--- src/rtl/bridge_pkg.sv ---
// Shared entry-field constants and sequencer state type for the read side
// of the AHB-to-SPI bridge.
package bridge_pkg;

  localparam int RW_BIT   = 40;
  localparam int ADDR_MSB = 39;
  localparam int ADDR_LSB = 32;
  localparam int DATA_MSB = 31;

  localparam logic RW_READ  = 1'b0;
  localparam logic RW_WRITE = 1'b1;

  typedef enum logic [2:0] {
    ST_IDLE  = 3'd0,
    ST_POP   = 3'd1,
    ST_ISSUE = 3'd2,
    ST_WAIT  = 3'd3,
    ST_RESP  = 3'd4
  } seq_state_t;

endpackage

--- src/rtl/seq_timeout_cnt.sv ---
// Wait-phase watchdog: counts cycles while enabled and flags the last
// permitted cycle before a missing spi_done is declared.
module seq_timeout_cnt #(
  parameter int TIMEOUT_CYCLES = 1024
) (
  input  logic i_clk,
  input  logic i_rst_n,
  input  logic i_clear,
  input  logic i_enable,
  output logic o_expired
);

  localparam int CW = $clog2(TIMEOUT_CYCLES);

  logic [CW-1:0] r_count;

  always_ff @(posedge i_clk) begin
    if (!i_rst_n) begin
      r_count <= {CW{1'b0}};
    end else if (i_clear) begin
      r_count <= {CW{1'b0}};
    end else if (i_enable) begin
      r_count <= r_count + CW'(1);
    end else begin
      r_count <= r_count;
    end
  end

  assign o_expired = (r_count == CW'(TIMEOUT_CYCLES - 1));

endmodule

--- src/rtl/spi_cmd_sequencer.sv ---
// Read-domain command sequencer: pops one FIFO command, runs it on the SPI
// master and returns a valid/ready response, one command in flight.
module spi_cmd_sequencer
  import bridge_pkg::*;
#(
  parameter int DATA_WIDTH     = 41,
  parameter int SPI_ADDR_WIDTH = 8,
  parameter int SPI_DATA_WIDTH = 32,
  parameter int TIMEOUT_CYCLES = 1024,
  parameter int CNT_WIDTH      = 16
) (
  input  logic                      rd_clk,
  input  logic                      rd_rst_n,
  input  logic                      enable,
  input  logic                      fifo_empty,
  input  logic [DATA_WIDTH-1:0]     fifo_rd_data,
  output logic                      fifo_rd_en,
  output logic                      spi_start,
  output logic                      spi_rw,
  output logic [SPI_ADDR_WIDTH-1:0] spi_addr,
  output logic [SPI_DATA_WIDTH-1:0] spi_wdata,
  input  logic                      spi_busy,
  input  logic                      spi_done,
  input  logic [SPI_DATA_WIDTH-1:0] spi_rdata,
  output logic                      rsp_valid,
  input  logic                      rsp_ready,
  output logic [SPI_DATA_WIDTH-1:0] rsp_rdata,
  output logic [SPI_ADDR_WIDTH-1:0] rsp_addr,
  output logic                      rsp_err,
  output logic                      seq_busy,
  output logic [CNT_WIDTH-1:0]      txn_count
);

  seq_state_t r_state;
  seq_state_t w_next_state;

  logic w_pop;
  logic w_cnt_clear;
  logic w_cnt_en;
  logic w_expired;
  logic w_handshake;
  logic w_finish;

  logic                      r_spi_start;
  logic                      r_spi_rw;
  logic [SPI_ADDR_WIDTH-1:0] r_spi_addr;
  logic [SPI_DATA_WIDTH-1:0] r_spi_wdata;
  logic                      r_rsp_valid;
  logic [SPI_DATA_WIDTH-1:0] r_rsp_rdata;
  logic [SPI_ADDR_WIDTH-1:0] r_rsp_addr;
  logic                      r_rsp_err;
  logic                      r_seq_busy;
  logic [CNT_WIDTH-1:0]      r_txn_count;

  assign w_handshake = r_rsp_valid && rsp_ready;
  assign w_finish    = (r_state == ST_WAIT) && (spi_done || w_expired);

  seq_timeout_cnt #(
    .TIMEOUT_CYCLES (TIMEOUT_CYCLES)
  ) u_timeout (
    .i_clk     (rd_clk),
    .i_rst_n   (rd_rst_n),
    .i_clear   (w_cnt_clear),
    .i_enable  (w_cnt_en),
    .o_expired (w_expired)
  );

  always_comb begin
    w_next_state = r_state;
    w_pop        = 1'b0;
    w_cnt_clear  = 1'b0;
    w_cnt_en     = 1'b0;
    case (r_state)
      ST_IDLE: begin
        if (enable && !fifo_empty && !spi_busy) begin
          w_pop        = 1'b1;
          w_next_state = ST_POP;
        end else begin
          w_next_state = ST_IDLE;
        end
      end
      ST_POP: begin
        w_next_state = ST_ISSUE;
      end
      ST_ISSUE: begin
        w_cnt_clear  = 1'b1;
        w_next_state = ST_WAIT;
      end
      ST_WAIT: begin
        // spi_done takes priority over an expiry in the same cycle
        if (spi_done) begin
          w_next_state = ST_RESP;
        end else if (w_expired) begin
          w_next_state = ST_RESP;
        end else begin
          w_cnt_en     = 1'b1;
          w_next_state = ST_WAIT;
        end
      end
      ST_RESP: begin
        if (w_handshake) begin
          w_next_state = ST_IDLE;
        end else begin
          w_next_state = ST_RESP;
        end
      end
      default: begin
        w_next_state = ST_IDLE;
      end
    endcase
  end

  always_ff @(posedge rd_clk) begin
    if (!rd_rst_n) begin
      r_state <= ST_IDLE;
    end else begin
      r_state <= w_next_state;
    end
  end

  always_ff @(posedge rd_clk) begin
    if (!rd_rst_n) begin
      r_spi_start <= 1'b0;
      r_spi_rw    <= 1'b0;
      r_spi_addr  <= {SPI_ADDR_WIDTH{1'b0}};
      r_spi_wdata <= {SPI_DATA_WIDTH{1'b0}};
      r_rsp_valid <= 1'b0;
      r_rsp_rdata <= {SPI_DATA_WIDTH{1'b0}};
      r_rsp_addr  <= {SPI_ADDR_WIDTH{1'b0}};
      r_rsp_err   <= 1'b0;
      r_seq_busy  <= 1'b0;
      r_txn_count <= {CNT_WIDTH{1'b0}};
    end else begin
      r_spi_start <= (r_state == ST_POP);
      r_seq_busy  <= (w_next_state != ST_IDLE);
      if (r_state == ST_POP) begin
        r_spi_rw    <= fifo_rd_data[RW_BIT];
        r_spi_addr  <= fifo_rd_data[ADDR_MSB:ADDR_LSB];
        r_spi_wdata <= fifo_rd_data[DATA_MSB:0];
      end
      if (w_finish) begin
        r_rsp_valid <= 1'b1;
        r_rsp_addr  <= r_spi_addr;
        if (spi_done) begin
          r_rsp_err   <= 1'b0;
          r_rsp_rdata <= (r_spi_rw == RW_READ) ? spi_rdata : {SPI_DATA_WIDTH{1'b0}};
        end else begin
          r_rsp_err   <= 1'b1;
          r_rsp_rdata <= {SPI_DATA_WIDTH{1'b0}};
        end
      end else if (w_handshake) begin
        r_rsp_valid <= 1'b0;
        r_txn_count <= r_txn_count + CNT_WIDTH'(1);
      end
    end
  end

  // The pop strobe must lead the data by one cycle, so it is decoded from
  // state; holding reset keeps it quiet so no entry is drained during reset.
  assign fifo_rd_en = w_pop && rd_rst_n;

  assign spi_start = r_spi_start;
  assign spi_rw    = r_spi_rw;
  assign spi_addr  = r_spi_addr;
  assign spi_wdata = r_spi_wdata;
  assign rsp_valid = r_rsp_valid;
  assign rsp_rdata = r_rsp_rdata;
  assign rsp_addr  = r_rsp_addr;
  assign rsp_err   = r_rsp_err;
  assign seq_busy  = r_seq_busy;
  assign txn_count = r_txn_count;

endmodule
--- config.mk ---
export PLATFORM = sky130hd
export DESIGN_NAME = spi_cmd_sequencer
export DESIGN_NICKNAME = d
export VERILOG_FILES = /design/src/rtl/bridge_pkg.sv /design/src/rtl/seq_timeout_cnt.sv /design/src/rtl/spi_cmd_sequencer.sv
export SDC_FILE = /design/constraint.sdc
export NUM_CORES = 1
export LEC_CHECK = 0
export BUFFER_PORTS_ARGS = -buffer_cell sky130_fd_sc_hd__buf_2
export CAP_MARGIN = 10
export CORE_AREA = 3 3 98 100
export DETAILED_ROUTE_END_ITERATION = 16
export DIE_AREA = 0 0 101 103
export GPL_ROUTABILITY_DRIVEN = 0
export PLACE_DENSITY = 0.84
export SYNTH_ARGS = -nofsm -noshare
export SYNTH_HDL_FRONTEND = slang
export SYNTH_SLANG_ARGS = --single-unit
--- constraint.sdc ---
create_clock -name rd_clk -period 5.09 [get_ports rd_clk]
set_input_delay 0.2545 -clock rd_clk [delete_from_list [all_inputs] [get_ports rd_clk]]
set_output_delay 0.2545 -clock rd_clk [all_outputs]
set_load 0.01 [all_outputs]
# Word-level counts from Yosys, hierarchy flattened
# Cells that the tools add are included.
dict set report totals {
  regBits 114
  latchBits 0
  mem_bits_rw 0
  romBits 0
  inputBits 80
  elab_cells 50
  n_memories 0
}
dict set report op_classes {
  add_sub_neg 2
  multipliers 0
  n_div 0
  magnitude_cmp 0
  eq_ne 5
  shift 0
  mux 16
  bitwise_logic 2
  n_reduce_logical 13
}
# operator n
set op_table {}
lappend op_table {{$mux 32} 2}
lappend op_table {{$add 16x1->16 const B} 1}
lappend op_table {{$pmux 3 s5} 1}
lappend op_table {{$add 10x1->10 const B} 1}
lappend op_table {{$eq 10x10->1 const B} 1}
lappend op_table {{$mux 1} 10}
lappend op_table {{$mux 3} 3}
lappend op_table {{$eq 3x2->1 const B} 2}
lappend op_table {{$logic_and 1x1->1} 5}
lappend op_table {{$eq 3x1->1 const B} 1}
lappend op_table {{$eq 3x3->1 const B} 1}
lappend op_table {{$logic_not 3->1} 1}
lappend op_table {{$reduce_bool 3->1} 1}
lappend op_table {{$logic_not 1->1} 2}
lappend op_table {{$not 1->1} 2}
lappend op_table {{$reduce_and 2->1} 1}
lappend op_table {{$reduce_bool 2->1} 1}
lappend op_table {{$reduce_or 2->1} 1}
lappend op_table {{$logic_or 1x1->1} 1}

# Depth between registers and ports, before layout
# Gate-level depths: netlist (run 1).
dict set report depth {
  word_depth 6
  mapped_depth 8
  depth_no_buf 5
}

# By module
# Synthesis (run 1) repeated with hierarchy kept, for this count alone.
dict set report hier_totals {
  hier_cells 536
  hier_area_um2 4337.9
}
# mod n_inst cells_per_inst area_per_inst_um2 seq_area_each_um2
set modules_own_cells {}
lappend modules_own_cells {spi_cmd_sequencer 1 483 3873.7 2082.0}
lappend modules_own_cells {seq_timeout_cnt 1 53 464.2 200.2}

# Worst setup path before layout (run 1)
# Ideal clock, no wire load.
dict set report synth_path {
  path_type {reg-to-reg}
  from {reg u_timeout.r_count[0]}
  to {reg r_txn_count[10] (netlist: txn_count[10])}
  t_arrival_ns 1.866
  required_time_ns 4.989
  setup_slack_ns 3.123
  stages_incl_launch_ff 8
  synth_period_minus_slack_ns 1.967
  path_cell_list {dfxtp_1 -> ha_1 -> nand4_1 -> nor4_1 -> buf_2 -> buf_2 -> o311ai_0 -> o41ai_1}
}
dict set report synth_between {
  elab_chain_len 5
}
# element line
set synth_lines {}
lappend synth_lines {{from (decl)} seq_timeout_cnt.sv:15} ;# logic [CW-1:0] r_count;
lappend synth_lines {{from (signal assigned)} seq_timeout_cnt.sv:19} ;# r_count <= {CW{1'b0}};
lappend synth_lines {{from (signal assigned)} seq_timeout_cnt.sv:21} ;# r_count <= {CW{1'b0}};
lappend synth_lines {{from (signal assigned)} seq_timeout_cnt.sv:23} ;# r_count <= r_count + CW'(1);
lappend synth_lines {{$eq 10x10->1} seq_timeout_cnt.sv:29} ;# assign o_expired = (r_count == CW'(TIMEOUT_CYCLES - 1));
lappend synth_lines {{$logic_or 1x1->1} spi_cmd_sequencer.sv:56} ;# assign w_finish = (r_state == ST_WAIT) && (spi_done || w_expired);
lappend synth_lines {{$logic_and 1x1->1} spi_cmd_sequencer.sv:56}
lappend synth_lines {{$not 1->1 (no line)} n/a}
lappend synth_lines {{$reduce_and 2->1 (no line)} n/a}
lappend synth_lines {{to (signal assigned)} spi_cmd_sequencer.sv:132} ;# r_txn_count <= {CNT_WIDTH{1'b0}};
lappend synth_lines {{to (signal assigned)} spi_cmd_sequencer.sv:153} ;# r_txn_count <= r_txn_count + CNT_WIDTH'(1);
lappend synth_lines {{to (decl)} spi_cmd_sequencer.sv:53} ;# logic [CNT_WIDTH-1:0] r_txn_count;
# No other way between the ends.
# A chain may end at the register's enable or synchronous reset.

# Worst setup path after layout (run 1)
dict set report layout_path {
  from {reg u_timeout.r_count[0]}
  to {reg r_seq_busy (netlist: seq_busy)}
}
dict set report layout_between {
  elab_chain_len 5
}
# element line
set layout_lines {}
lappend layout_lines {{$eq 10x10->1} seq_timeout_cnt.sv:29}
lappend layout_lines {{$mux 3} spi_cmd_sequencer.sv:93} ;# end else if (w_expired) begin
lappend layout_lines {{$mux 3} spi_cmd_sequencer.sv:91} ;# if (spi_done) begin
lappend layout_lines {{$pmux 3 s5} spi_cmd_sequencer.sv:73} ;# case (r_state)
lappend layout_lines {{$reduce_bool 3->1} spi_cmd_sequencer.sv:135} ;# r_seq_busy <= (w_next_state != ST_IDLE);
lappend layout_lines {{to (signal assigned)} spi_cmd_sequencer.sv:135}
lappend layout_lines {{to (decl)} spi_cmd_sequencer.sv:52} ;# logic r_seq_busy;
# No other way between the ends.

==> impl_summary.log, run 1 <==
[metrics] setup-violating endpoint count in the final report: 0
[metrics] total of buffers placed on input and output ports: 181
[metrics] maximum fanout count along the critical path: 33
[metrics] I/O pin count: 182
[metrics] routed via count divided by cell count: 5.79
[metrics] arrival time worst endpoint: 2.87 ns
[metrics] classification of the worst-slack hold path: in -> reg
[metrics] via total after detailed routing: 5246
[metrics] number of buffers added by the clock tree synthesis step: 17
[metrics] number of pins exceeding their max-slew limit in the final report: 0
[metrics] Detailed Route WL: 15600 um
[metrics] leakage component of the power: 2.92 nW
[metrics] setup repair after global routing missed its margin: false
[metrics] drt first pass iters: 5
[metrics] area growth from synthesis to layout: 49.9%
[metrics] commonest non-fill, non-tap cell in the layout: sky130_fd_sc_hd__buf_2
[metrics] Worst Path Buf+Inv: 1
[metrics] worst relative slew slack: between 10% and 20%
[metrics] kind of critical path: reg -> reg
[metrics] Hold Fails Final Rpt: 0
[metrics] worst-margin pin slew: 1.27 ns
[metrics] Chip Height: 103 um
[metrics] core area: 8760 sq um
[metrics] GRT Total Usage: 29.9%
[metrics] maximum vdd ir drop: 0.395 mV
[metrics] final design utilization: approximately 78%
[metrics] sort of element at the end of the critical path: flip-flop
[metrics] maximum number of pins on one net before global-route repair: 58
[metrics] run status: finished clean
[metrics] standard-cell row count: 34
[metrics] most frequent cells in the layout: 181 x sky130_fd_sc_hd__buf_2, 131 x sky130_fd_sc_hd__nand2_1, 114 x sky130_fd_sc_hd__dfxtp_1
[metrics] cell accounting for the most synthesized area: sky130_fd_sc_hd__dfxtp_1
[metrics] power density normalized to cell area: 349 nW/um^2
[metrics] worst reg2reg setup slack: 2.60 ns
[metrics] register area share after synthesis: 49.9%
[metrics] number of nets produced by synthesis: roughly 640
[metrics] Worst-Skew Late Latency: 0.51 ns
[metrics] drt wl/cell: between 15 and 20 um
[metrics] Period Utilization, post-route: 48.8%
[metrics] critical path startpoint category: flip-flop
[metrics] DRC viols: 0
[metrics] CTS H-tree depth: 4
[metrics] Cell variety after synth: 44
[metrics] Syn Area/Cell: 8.25 sq um
[metrics] Sinks on Clock Net: 114
[metrics] synthesis warning total: 0
[metrics] cell types with the largest area share after synthesis: sky130_fd_sc_hd__dfxtp_1 50%, sky130_fd_sc_hd__nand2_1 11%, sky130_fd_sc_hd__a21oi_1 6.9%
[metrics] max_cap viols: 0
[metrics] register bit count reported by yosys: ~110
[metrics] CTS tree: done
[metrics] global-route wire length before repair: 24700 um
[metrics] layout cell share with drive strength beyond 1: between 20 and 30%
[metrics] Worst Path Required: 5.47 ns
[metrics] post-synth design cell area: 4570 sq um
[metrics] total global routing overflow: 0
[metrics] half-perimeter wire length after placement: 8660 um
[metrics] diodes inserted: 0
[metrics] instance count of the mapped netlist: 554
[metrics] worst setup skew after layout: 0.00817 ns
[metrics] maximum achievable frequency: 402 MHz
[metrics] clk slew on worst S/H paths: 0.05 ns
[metrics] critical path's slowest cell: sky130_fd_sc_hd__o31ai_4
[metrics] Starting Density: 52.2%
[metrics] number of DRC markers in iteration 0: 365
[metrics] largest buffer count on any clock path: 2
[metrics] initial antenna violation count: 0
[metrics] Clk Tree Root Cell: sky130_fd_sc_hd__clkbuf_8
[metrics] floorplan die area: 10400 sq um
[metrics] kind of cell adding the most delay to the critical path: simple AND/OR/NAND/NOR gates
[metrics] die width: 101 um
[metrics] Tmin final: between 2 and 2.5 ns
[metrics] number of nets in the layout: 867
[metrics] number of routed nets with antenna violations: 0
[metrics] vias in the first global route: 5061
[metrics] cells along the critical path: ha_1 > nand4_1 > o31ai_4 > buf_4 > a31oi_1 > or3_1
[metrics] post-CTS setup buffer count: 0
[metrics] TNS Setup: 0 ns
[metrics] delay of the slowest critical-path stage: between 0.5 and 0.6 ns
[metrics] proportion of netlist area held by the largest area contributor: 49.9%
tightest hold or removal path: cells and delay by family:
family                 cells  cell delay (ns)
and+or+nand+nor            1             0.06
buffers and inverters      1             0.07
AOI/OAI and AO/OA          1             0.08
report_power, final:
group          internal (W)  switching [W]  total, W  leakage (nW)
logic             0.0000842      0.0000929  0.000177          1.70
clock network      0.000871       0.000422   0.00129         0.300
registers          0.000910      0.0000130  0.000923         0.921
total               0.00187       0.000528   0.00239          2.92
worst paths after layout:
check                  startpoint             to  cells after the start
max          u_timeout.r_count[0]       seq_busy                      6
min                 spi_rdata[20]  rsp_rdata[20]                      3
max reg2reg  u_timeout.r_count[0]       seq_busy                      6
min reg2reg          rsp_rdata[4]   rsp_rdata[4]                      2
synthesized netlist by cell type (all sizes together):
| cell type | n |
|---|---|
| o31a | 1 |
| nor4bb | 1 |
| o21ai | 46 |
| clkbuf | 36 |
| or4 | 10 |
| inv | 8 |
| nor3 | 2 |
| and4 | 3 |
| and2 | 1 |
| and3b | 1 |
| o21bai | 1 |
| nand2b | 9 |
| ha | 2 |
| nand3 | 18 |
| o41ai | 2 |
| dfxtp | 114 |
| a21o | 2 |
| a22o | 1 |
| a21oi | 63 |
| o211a | 1 |
| or3 | 4 |
| or3b | 2 |
| o31ai | 12 |
| nor2 | 6 |
| buf | 9 |
| o221a | 1 |
| nand4 | 36 |
| nor2b | 1 |
| nor3b | 2 |
| nor4b | 1 |
| nand2 | 131 |
| o311ai | 3 |
| a31oi | 1 |
| mux2i | 8 |
| nor4 | 6 |
| and3 | 3 |
| nand3b | 1 |
| or4b | 1 |
| xor2 | 2 |
| a211oi | 1 |
| o21a | 1 |
kinds of logic (layout without fill, tap and decap cells):
kind of cell,Yosys count,count (layout),synth area share (%)
adders and majority gates,2,2,0.547
muxes,8,8,1.75
and+or+nand+nor,239,239,25.9
AOI/OAI and AO/OA,136,136,16.7
buffers and inverters,53,297,4.82
xor gates and xnor gates,2,2,0.383
DFF,114,114,49.9
through the flow:
stage | total power, W | instances | instance area [sq um] | hold slack, ns | worst slack [ns]
after floorplan | 0.00100 | 554 | 4570 | 0.390 | 3.12
final | 0.00239 | 906 | 6850 | 0.00950 | 2.60
after CTS | 0.00239 | 905 | 6840 | 0.00132 | 2.30
after detailed placement | 0.00107 | 805 | 5510 | 0.446 | 2.33
after global routing | 0.00246 | 906 | 6850 | 0.00122 | 2.39
after global placement | 0.00106 | 805 | 5510 | 0.439 | 2.45
routing by layer:
metal	routed length [um]	GRT usage (%)	vias to the layer above
li1	-	-	2430
met3	1350	8.59	61
met2	7920	51.4	313
met5	0	0	-
met1	5690	34.0	2442
met4	627	15.1	0
flip-flops by register name, summed over array words and instances (netlist names):
name	cells
r_state	3
spi_rw	1
txn_count	16
rsp_addr	8
rsp_rdata	32
spi_addr	8
rsp_valid	1
spi_start	1
seq_busy	1
u_timeout.r_count	10
spi_wdata	32
rsp_err	1
cell type report:
cell class                 count  area [sq um]
clock inverter                12           205
timing repair buffer         257          1650
sequential                   114          2280
fill                         555          1910
multi-input combinational    387          2100
inverter                       8          30.0
clock buffer                  20           445
tap                          108           135
repair_timing:
item                                   CTS  global route
endpoints found under the hold margin   68             0
hold buffers                            68             0
gates resized for setup                  0             0
No activity file was read; power rests on OpenSTA's default activity.
==> run 2: changes to the inputs <==
--- a/config.mk
+++ b/config.mk
@@ -5,13 +5,14 @@
 export SDC_FILE = /design/constraint.sdc
 export NUM_CORES = 1
 export LEC_CHECK = 0
+export ABC_AREA = 1
 export BUFFER_PORTS_ARGS = -buffer_cell sky130_fd_sc_hd__buf_2
 export CAP_MARGIN = 10
-export CORE_AREA = 3 3 98 100
+export CORE_AREA = 3 3 110 112
 export DETAILED_ROUTE_END_ITERATION = 16
-export DIE_AREA = 0 0 101 103
+export DIE_AREA = 0 0 113 115
 export GPL_ROUTABILITY_DRIVEN = 0
-export PLACE_DENSITY = 0.84
+export PLACE_DENSITY = 0.74
 export SYNTH_ARGS = -nofsm -noshare
 export SYNTH_HDL_FRONTEND = slang
 export SYNTH_SLANG_ARGS = --single-unit
==> constraint.sdc (replaced) <==
create_clock -name rd_clk -period 2.1 [get_ports rd_clk]
set_input_delay 0.105 -clock rd_clk [delete_from_list [all_inputs] [get_ports rd_clk]]
set_output_delay 0.105 -clock rd_clk [all_outputs]
set_load 0.01 [all_outputs]
==> impl_summary.log, run 2 <==
[metrics] run status: finished clean
[metrics] classification of the worst-slack hold path: in -> reg
[metrics] final design utilization: 60.4% (-18 points)
[metrics] Fillers: 1016 (+83%)
[metrics] half-perimeter wire length after placement: 9240 um (+6.7%)
[metrics] Worst Path Required: 2.43 ns (-3.04 ns)
[metrics] instance count of the mapped netlist: 691 (+25%)
[metrics] drt wl/cell: 13.6 um (-21%)
[metrics] number of enable flip-flop cells after synthesis: 0 (unchanged)
[metrics] most frequent cells in the layout: 227 x sky130_fd_sc_hd__nor2_1, 181 x sky130_fd_sc_hd__buf_2, 114 x sky130_fd_sc_hd__dfxtp_1
[metrics] post-CTS setup buffer count: 0 (unchanged)
[metrics] cell accounting for the most synthesized area: sky130_fd_sc_hd__dfxtp_1
[metrics] kind of critical path: reg -> reg
[metrics] leakage component of the power: 3.21 nW (+9.7%)
[metrics] cell with the most instances after synthesis: sky130_fd_sc_hd__nor2_1
[metrics] largest buffer count on any clock path: 2 (unchanged)
[metrics] sort of element at the end of the critical path: flip-flop
[metrics] sequential cell area in the final layout: 2280 sq um (unchanged)
[metrics] standard-cell row count: 39 (+15%)
[metrics] Hold Fails Final Rpt: 0 (unchanged)
[metrics] vias in the first global route: 4936 (-2.5%)
[metrics] post-placement cell count: 991 (+23%)
[metrics] proportion of netlist area held by the largest area contributor: 46.7% (-3.2 points)
[metrics] layout cell share with drive strength beyond 1: 26.3% (-2.6 points)
[metrics] worst-margin pin slew: 0.485 ns (-0.784 ns)
[metrics] Worst-Skew Late Latency: 0.40 ns (-0.11 ns)
[metrics] most used flip-flop cell after synthesis: sky130_fd_sc_hd__dfxtp_1
[metrics] Min-Delay Endpoint: spi_wdata[11]
[metrics] routed via count divided by cell count: 4.81 (-17%)
[metrics] maximum vdd ir drop: 0.601 mV (+52%)
[metrics] Clk Tree Root Cell: sky130_fd_sc_hd__clkbuf_16
[metrics] setup repair after global routing missed its margin: false
[metrics] TNS Setup: 0 ns (unchanged)
[metrics] worst reg2reg setup slack: 0.28 ns (-2.32 ns)
[metrics] diodes inserted: 0 (unchanged)
[metrics] number of routed nets with antenna violations: 0 (unchanged)
[metrics] setup-violating endpoint count in the final report: 0 (unchanged)
[metrics] power density normalized to cell area: 825 nW/um^2 (+140%)
[metrics] hold path startpoint: fifo_rd_data[11]
[metrics] post-synth design cell area: 4890 sq um (+7.0%)
[metrics] worst relative slew slack: 67.7% (+53 points)
[metrics] cell types with the largest area share after synthesis: sky130_fd_sc_hd__dfxtp_1 47%, sky130_fd_sc_hd__nor2_1 17%, sky130_fd_sc_hd__o21ai_0 8.8%
[metrics] synthesis warning total: 0 (unchanged)
[metrics] initial antenna violation count: 0 (unchanged)
[metrics] CTS H-tree depth: 4 (unchanged)
[metrics] maximum fanout count along the critical path: 29 (-12%)
[metrics] Starting Density: 43.2% (-9.0 points)
[metrics] Period Utilization, post-route: 86.7% (+38 points)
[metrics] number of buffers added by the clock tree synthesis step: 17 (unchanged)
[metrics] total of buffers placed on input and output ports: 181 (unchanged)
[metrics] number of gates resized after cts: 0 (unchanged)
[metrics] total global routing overflow: 0 (unchanged)
[metrics] maximum number of pins on one net before global-route repair: 67 (+16%)
[metrics] Cell variety after synth: 30 (-32%)
[metrics] most frequent cells after synthesis: 227 x sky130_fd_sc_hd__nor2_1, 114 x sky130_fd_sc_hd__dfxtp_1, 86 x sky130_fd_sc_hd__o21ai_0, 76 x sky130_fd_sc_hd__nand2_1, 60 x sky130_fd_sc_hd__inv_1
[metrics] share of synthesized registers carrying an async set or reset: 0% (unchanged)
[metrics] floorplan die area: 13000 sq um (+25%)
[metrics] Sinks on Clock Net: 114 (unchanged)
[metrics] endpoint of the worst register-to-register path: rsp_rdata[13]
[metrics] Chip Height: 115 um (+12%)
[metrics] maximum achievable frequency: 549 MHz (+37%)
[metrics] die width: 113 um (+12%)
[metrics] GRT Total Usage: 22.5% (-7.4 points)
[metrics] core area: 11300 sq um (+29%)
[metrics] Hold Path Stages: 3 (unchanged)
[metrics] drt first pass iters: 8 (+3)
[metrics] clk slew on worst S/H paths: 0.05 ns (about the same)
[metrics] final cell count without fillers: 1061 (+17%)
[metrics] CTS tree: done
[metrics] register area share after synthesis: 46.7% (-3.2 points)
[metrics] via total after detailed routing: 5100 (-2.8%)
[metrics] number of nets produced by synthesis: 773 (+22%)
[metrics] number of nets in the layout: 989 (+14%)
[metrics] register bit count reported by yosys: 114 (unchanged)
[metrics] Reg-to-Reg Start: u_timeout.r_count[0]
[metrics] worst setup skew after layout: 0.00589 ns (-0.00229 ns)
[metrics] Tmin final: 1.82 ns (-0.665 ns)
[metrics] max_cap viols: 0 (unchanged)
[metrics] critical path startpoint category: flip-flop
[metrics] number of pins exceeding their max-slew limit in the final report: 0 (unchanged)
[metrics] I/O pin count: 182 (unchanged)
[metrics] commonest non-fill, non-tap cell in the layout: sky130_fd_sc_hd__nor2_1
[metrics] arrival time worst endpoint: 2.15 ns (-0.72 ns)
[metrics] R2R cell count: 10 (+4)
[metrics] Syn Area/Cell: 7.08 sq um (-14%)
[metrics] number of DRC markers in iteration 0: 353 (-3.3%)
[metrics] total area of multi-input combinational cells: 2150 sq um (+2.3%)
[metrics] area growth from synthesis to layout: 39.8%
[metrics] cts-stage hold buffer count: 40 (-41%)
[metrics] global-route wire length before repair: 23700 um (-4.0%)
[metrics] DRC viols: 0 (unchanged)
[metrics] Detailed Route WL: 14400 um (-7.4%)
-- run 2: cell count changes after synthesis, moves of 19 or more --
cell,before,now
sky130_fd_sc_hd__inv_1,8,60
sky130_fd_sc_hd__nor2_1,6,227
sky130_fd_sc_hd__nand2_1,131,76
sky130_fd_sc_hd__a21oi_1,63,20
sky130_fd_sc_hd__clkbuf_1,36,17
sky130_fd_sc_hd__nand4_1,36,5
sky130_fd_sc_hd__o21ai_0,45,86
-- run 2: power breakdown --
group          total [W]  internal, W  switching (W)
registers        0.00228      0.00224      0.0000411
logic           0.000545     0.000242       0.000303
clock network    0.00281      0.00188       0.000926
total            0.00564      0.00437        0.00127
-- run 2: through the flow --
step / instance area [sq um] / total power [W] / worst slack, ns / hold slack [ns]
2_1_floorplan: 4890 / 0.00260 / 0.653 / 0.268
3_3_place_gp: 5860 / 0.00279 / 0.381 / 0.353
3_5_place_dp: 5860 / 0.00280 / 0.308 / 0.361
4_1_cts: 6840 / 0.00566 / 0.272 / 0.00353
5_1_grt: 6840 / 0.00586 / 0.0579 / 0.0160
6_report: 6840 / 0.00564 / 0.280 / 0.00774
-- run 2: layout make-up --
cell class | count | share of cell area (%)
inverters | 65 | 3.57
well taps | 143 | 2.62
flip-flops and latches | 114 | 33.4
multi-input cells | 477 | 31.4
clock buffers | 25 | 7.39
clock inverters | 5 | 1.10
repair buffers | 232 | 20.5
-- run 2: kinds of logic after synthesis --
group / synth area share (%)
AND/OR/NAND/NOR: 29.2
AO/OA/AOI/OAI: 12.1
adder cells (fa/ha/maj): 0.512
buffers and inverters: 9.37
XOR/XNOR: 2.15
flip-flops: 46.7
-- run 2: layer usage --
layer | vias to the layer above | GRT usage [%] | wire length (um)
li1 | 2594 | - | -
met1 | 2273 | 26.5 | 6060
met2 | 203 | 37.6 | 6740
met3 | 30 | 8.16 | 1320
met4 | 0 | 8.73 | 320
met5 | - | 0 | 0
-- run 2: worst max-delay path: stages, from the launching register on --
cell,delay [ns]
sky130_fd_sc_hd__dfxtp_1,0.38
sky130_fd_sc_hd__ha_1,0.23
sky130_fd_sc_hd__nand3_1,0.09
sky130_fd_sc_hd__nor2_1,0.12
sky130_fd_sc_hd__nand2_2,0.09
sky130_fd_sc_hd__nand2_4,0.08
sky130_fd_sc_hd__nand2_4,0.14
sky130_fd_sc_hd__inv_2,0.09
sky130_fd_sc_hd__buf_4,0.32
sky130_fd_sc_hd__nor2_1,0.07
sky130_fd_sc_hd__nor2_1,0.14
-- run 2: worst max path at each step --
stage | from | end | cells past startpoint
after CTS | u_timeout.r_count[0] | rsp_rdata[4] | 10
final | u_timeout.r_count[0] | rsp_rdata[13] | 10
after global placement | u_timeout.r_count[0] | rsp_rdata[21] | 10
after detailed placement | u_timeout.r_count[0] | rsp_rdata[1] | 10
after floorplan | u_timeout.r_count[0] | rsp_rdata[17] | 9
after global routing | u_timeout.r_count[0] | rsp_rdata[4] | 10
==> run 3: changes to the inputs <==
--- a/config.mk
+++ b/config.mk
@@ -8,11 +8,12 @@
 export ABC_AREA = 1
 export BUFFER_PORTS_ARGS = -buffer_cell sky130_fd_sc_hd__buf_2
 export CAP_MARGIN = 10
-export CORE_AREA = 3 3 110 112
+export CORE_AREA = 3 3 115 117
 export DETAILED_ROUTE_END_ITERATION = 16
-export DIE_AREA = 0 0 113 115
+export DIE_AREA = 0 0 118 120
 export GPL_ROUTABILITY_DRIVEN = 0
-export PLACE_DENSITY = 0.74
+export PLACE_DENSITY = 0.69
+export REMOVE_ABC_BUFFERS = 1
 export SYNTH_ARGS = -nofsm -noshare
 export SYNTH_HDL_FRONTEND = slang
 export SYNTH_SLANG_ARGS = --single-unit
==> impl_summary.log, run 3 (same netlist as run 2, synthesis figures left out) <==
[metrics] worst relative slew slack: 67.8% (+0.10 points)
[metrics] CTS tree: done
[metrics] kind of critical path: reg -> reg
[metrics] switching power: 0.00132 W (+3.7%)
[metrics] Sequential Power Share: 39.3% (-1.2 points)
[metrics] leakage component of the power: 3.22 nW (+0.27%)
[metrics] routed via count divided by cell count: 4.60 (-4.2%)
[metrics] core area: 12500 sq um (+10%)
[metrics] diodes inserted: 0 (unchanged)
[metrics] CTS H-tree depth: 4 (unchanged)
[metrics] cell-internal power: 0.00449 W (+2.8%)
[metrics] Detailed Route WL: 13500 um (-6.6%)
[metrics] arrival time worst endpoint: 2.04 ns (-0.11 ns)
[metrics] Starting Density: 39.2% (-4.0 points)
[metrics] maximum number of pins on one net before global-route repair: 56 (-16%)
[metrics] die width: 118 um (+4.4%)
[metrics] Tmin final: 1.74 ns (-0.0832 ns)
[metrics] I/O pin count: 182 (unchanged)
[metrics] Sinks on Clock Net: 114 (unchanged)
[metrics] Hold Fails Final Rpt: 0 (unchanged)
[metrics] max_cap viols: 0 (unchanged)
[metrics] critical path startpoint category: flip-flop
[metrics] sort of element at the end of the critical path: flip-flop
[metrics] worst setup skew after layout: 0.0101 ns (+0.00419 ns)
[metrics] share of power burned in the clock network: 51.5% (+1.7 points)
[metrics] DRC viols: 0 (unchanged)
[metrics] most frequent cells in the layout: 227 x sky130_fd_sc_hd__nor2_1, 181 x sky130_fd_sc_hd__buf_2, 114 x sky130_fd_sc_hd__dfxtp_1
[metrics] critical path's slowest cell: sky130_fd_sc_hd__dfxtp_1
[metrics] largest buffer count on any clock path: 2 (unchanged)
[metrics] floorplan die area: 14200 sq um (+9.0%)
[metrics] Worst Path Buf+Inv: 1 (-1)
[metrics] initial antenna violation count: 0 (unchanged)
[metrics] Worst-Skew Late Latency: 0.41 ns (about the same)
[metrics] vias in the first global route: 4675 (-5.3%)
[metrics] Clk Tree Root Cell: sky130_fd_sc_hd__clkbuf_16
[metrics] total area of multi-input combinational cells: 2150 sq um (unchanged)
[metrics] worst-margin pin slew: 0.482 ns (-0.00203 ns)
[metrics] half-perimeter wire length after placement: 9000 um (-2.5%)
[metrics] maximum vdd ir drop: 0.485 mV (-19%)
[metrics] standard-cell row count: 41 (+5.1%)
[metrics] Chip Height: 120 um (+4.3%)
[metrics] design area: 6920 sq um (+1.2%)
[metrics] cells along the critical path: ha_1 > nand3_1 > nor2_1 > nand2_2 > nand2_4 > nand2_4 > buf_4 > o21ai_0 > nor2_1
[metrics] drt first pass iters: 5 (-3)
[metrics] clk slew on worst S/H paths: 0.05 ns (about the same)
[metrics] area growth from synthesis to layout: 41.4%
[metrics] switching power as a share of total power: 22.7% (+0.15 points)
[metrics] global-route wire length before repair: 22600 um (-4.4%)
[metrics] power density normalized to cell area: 840 nW/um^2 (+1.8%)
[metrics] classification of the worst-slack hold path: in -> reg
[metrics] Worst Path Required: 2.40 ns (-0.03 ns)
[metrics] via total after detailed routing: 5027 (-1.4%)
[metrics] drt wl/cell: 12.4 um (-9.2%)
[metrics] post-place instance area: 5900 sq um (+0.83%)
[metrics] Fillers: 1183 (+16%)
[metrics] commonest non-fill, non-tap cell in the layout: sky130_fd_sc_hd__nor2_1
[metrics] kind of cell adding the most delay to the critical path: simple AND/OR/NAND/NOR gates
[metrics] Period Utilization, post-route: 82.7% (-4.0 points)
[metrics] number of nets in the layout: 989 (unchanged)
[metrics] final design utilization: 55.5% (-4.9 points)
[metrics] post-placement cell count: 1020 (+2.9%)
[metrics] setup repair after global routing missed its margin: false
[metrics] GRT Total Usage: 19.6% (-3.0 points)
[metrics] maximum achievable frequency: 576 MHz (+4.8%)
[metrics] share of power burned in combinational logic: 9.2% (-0.5 points)
[metrics] number of buffers added by the clock tree synthesis step: 17 (unchanged)
[metrics] number of pins exceeding their max-slew limit in the final report: 0 (unchanged)
[metrics] run status: finished clean
[metrics] final cell count without fillers: 1092 (+2.9%)
[metrics] number of DRC markers in iteration 0: 466 (+32%)
[metrics] number of routed nets with antenna violations: 0 (unchanged)
[metrics] total of buffers placed on input and output ports: 181 (unchanged)
[metrics] total global routing overflow: 0 (unchanged)
[metrics] delay of the slowest critical-path stage: 0.39 ns (about the same)
[metrics] setup-violating endpoint count in the final report: 0 (unchanged)
[metrics] layout cell share with drive strength beyond 1: 26.4% (+0.16 points)
[metrics] sequential cell area in the final layout: 2280 sq um (unchanged)
[metrics] maximum fanout count along the critical path: 22 (-24%)
[metrics] TNS Setup: 0 ns (unchanged)
==> run 3: cell count changes in the layout (fill, tap and decap cells not counted), sizes merged <==
cell      delta
clkbuf       -4
bufinv       +2
clkinv       +2
clkinvlp     +2
==> run 3: cell type report <==
cell class / instances / share of cell area [%]
Timing Repair Buffer: 232 / 20.4
Clock inverter: 11 / 2.32
Sequential cell: 114 / 33.0
Inverter: 65 / 3.53
Clock buffer: 21 / 6.51
Tap cell: 172 / 3.11
Multi-Input combinational cell: 477 / 31.1
==> run 3: worst reg2reg max path, delay by kind of cell, from the launching register on <==
kind	cells	cell delay, ns
buffers and inverters	1	0.27
DFF	1	0.39
and+or+nand+nor	6	0.58
AOI/OAI and AO/OA	1	0.17
adders and majority gates	1	0.23
==> run 3: path summary, 6_finish.rpt <==
kind | startpoint | to | slack, ns | depth (start not counted)
min | rd_rst_n | r_state[0] | 0.02 | 3
min reg2reg | rsp_rdata[0] | rsp_rdata[0] | 0.47 | 2
max | u_timeout.r_count[0] | rsp_rdata[30] | 0.36 | 9
max reg2reg | u_timeout.r_count[0] | rsp_rdata[30] | 0.36 | 9
==> run 3: layer usage <==
metal  routed length [um]  track usage (%)  up-vias  part of all wire [%]
met4                  155             7.25        0                   1.1
met2                 5810             29.4      200                    43
met3                 1320             8.11       12                   9.8
li1                     -                -     2592                     -
met1                 6200             25.1     2223                    46
met5                    0                0        -                     0
==> run 3: power groups by stage <==
stage,Combinational [W],Sequential (W),Clock [W]
6_report,0.000537,0.00228,0.00299
3_3_place_gp,0.000480,0.00232,0
2_1_floorplan,0.000205,0.00236,0
3_5_place_dp,0.000478,0.00233,0
5_1_grt,0.000608,0.00229,0.00314
4_1_cts,0.000536,0.00228,0.00305
==> run 3: repair_timing <==
action	CTS	global route
setup buffers	0	0
endpoints found under the setup margin	0	0
hold buffers	40	0
hold endpoints to repair	40	0
gates resized for setup	0	0
==> run 3: stage by stage <==
stage	hold slack, ns	total power [W]	setup WS (ns)
after floorplan	0.221	0.00256	0.0162
after global placement	0.355	0.00280	0.401
after detailed placement	0.363	0.00280	0.341
after CTS	0.00365	0.00587	0.336
after global routing	0.0221	0.00604	0.137
final	0.0180	0.00581	0.363
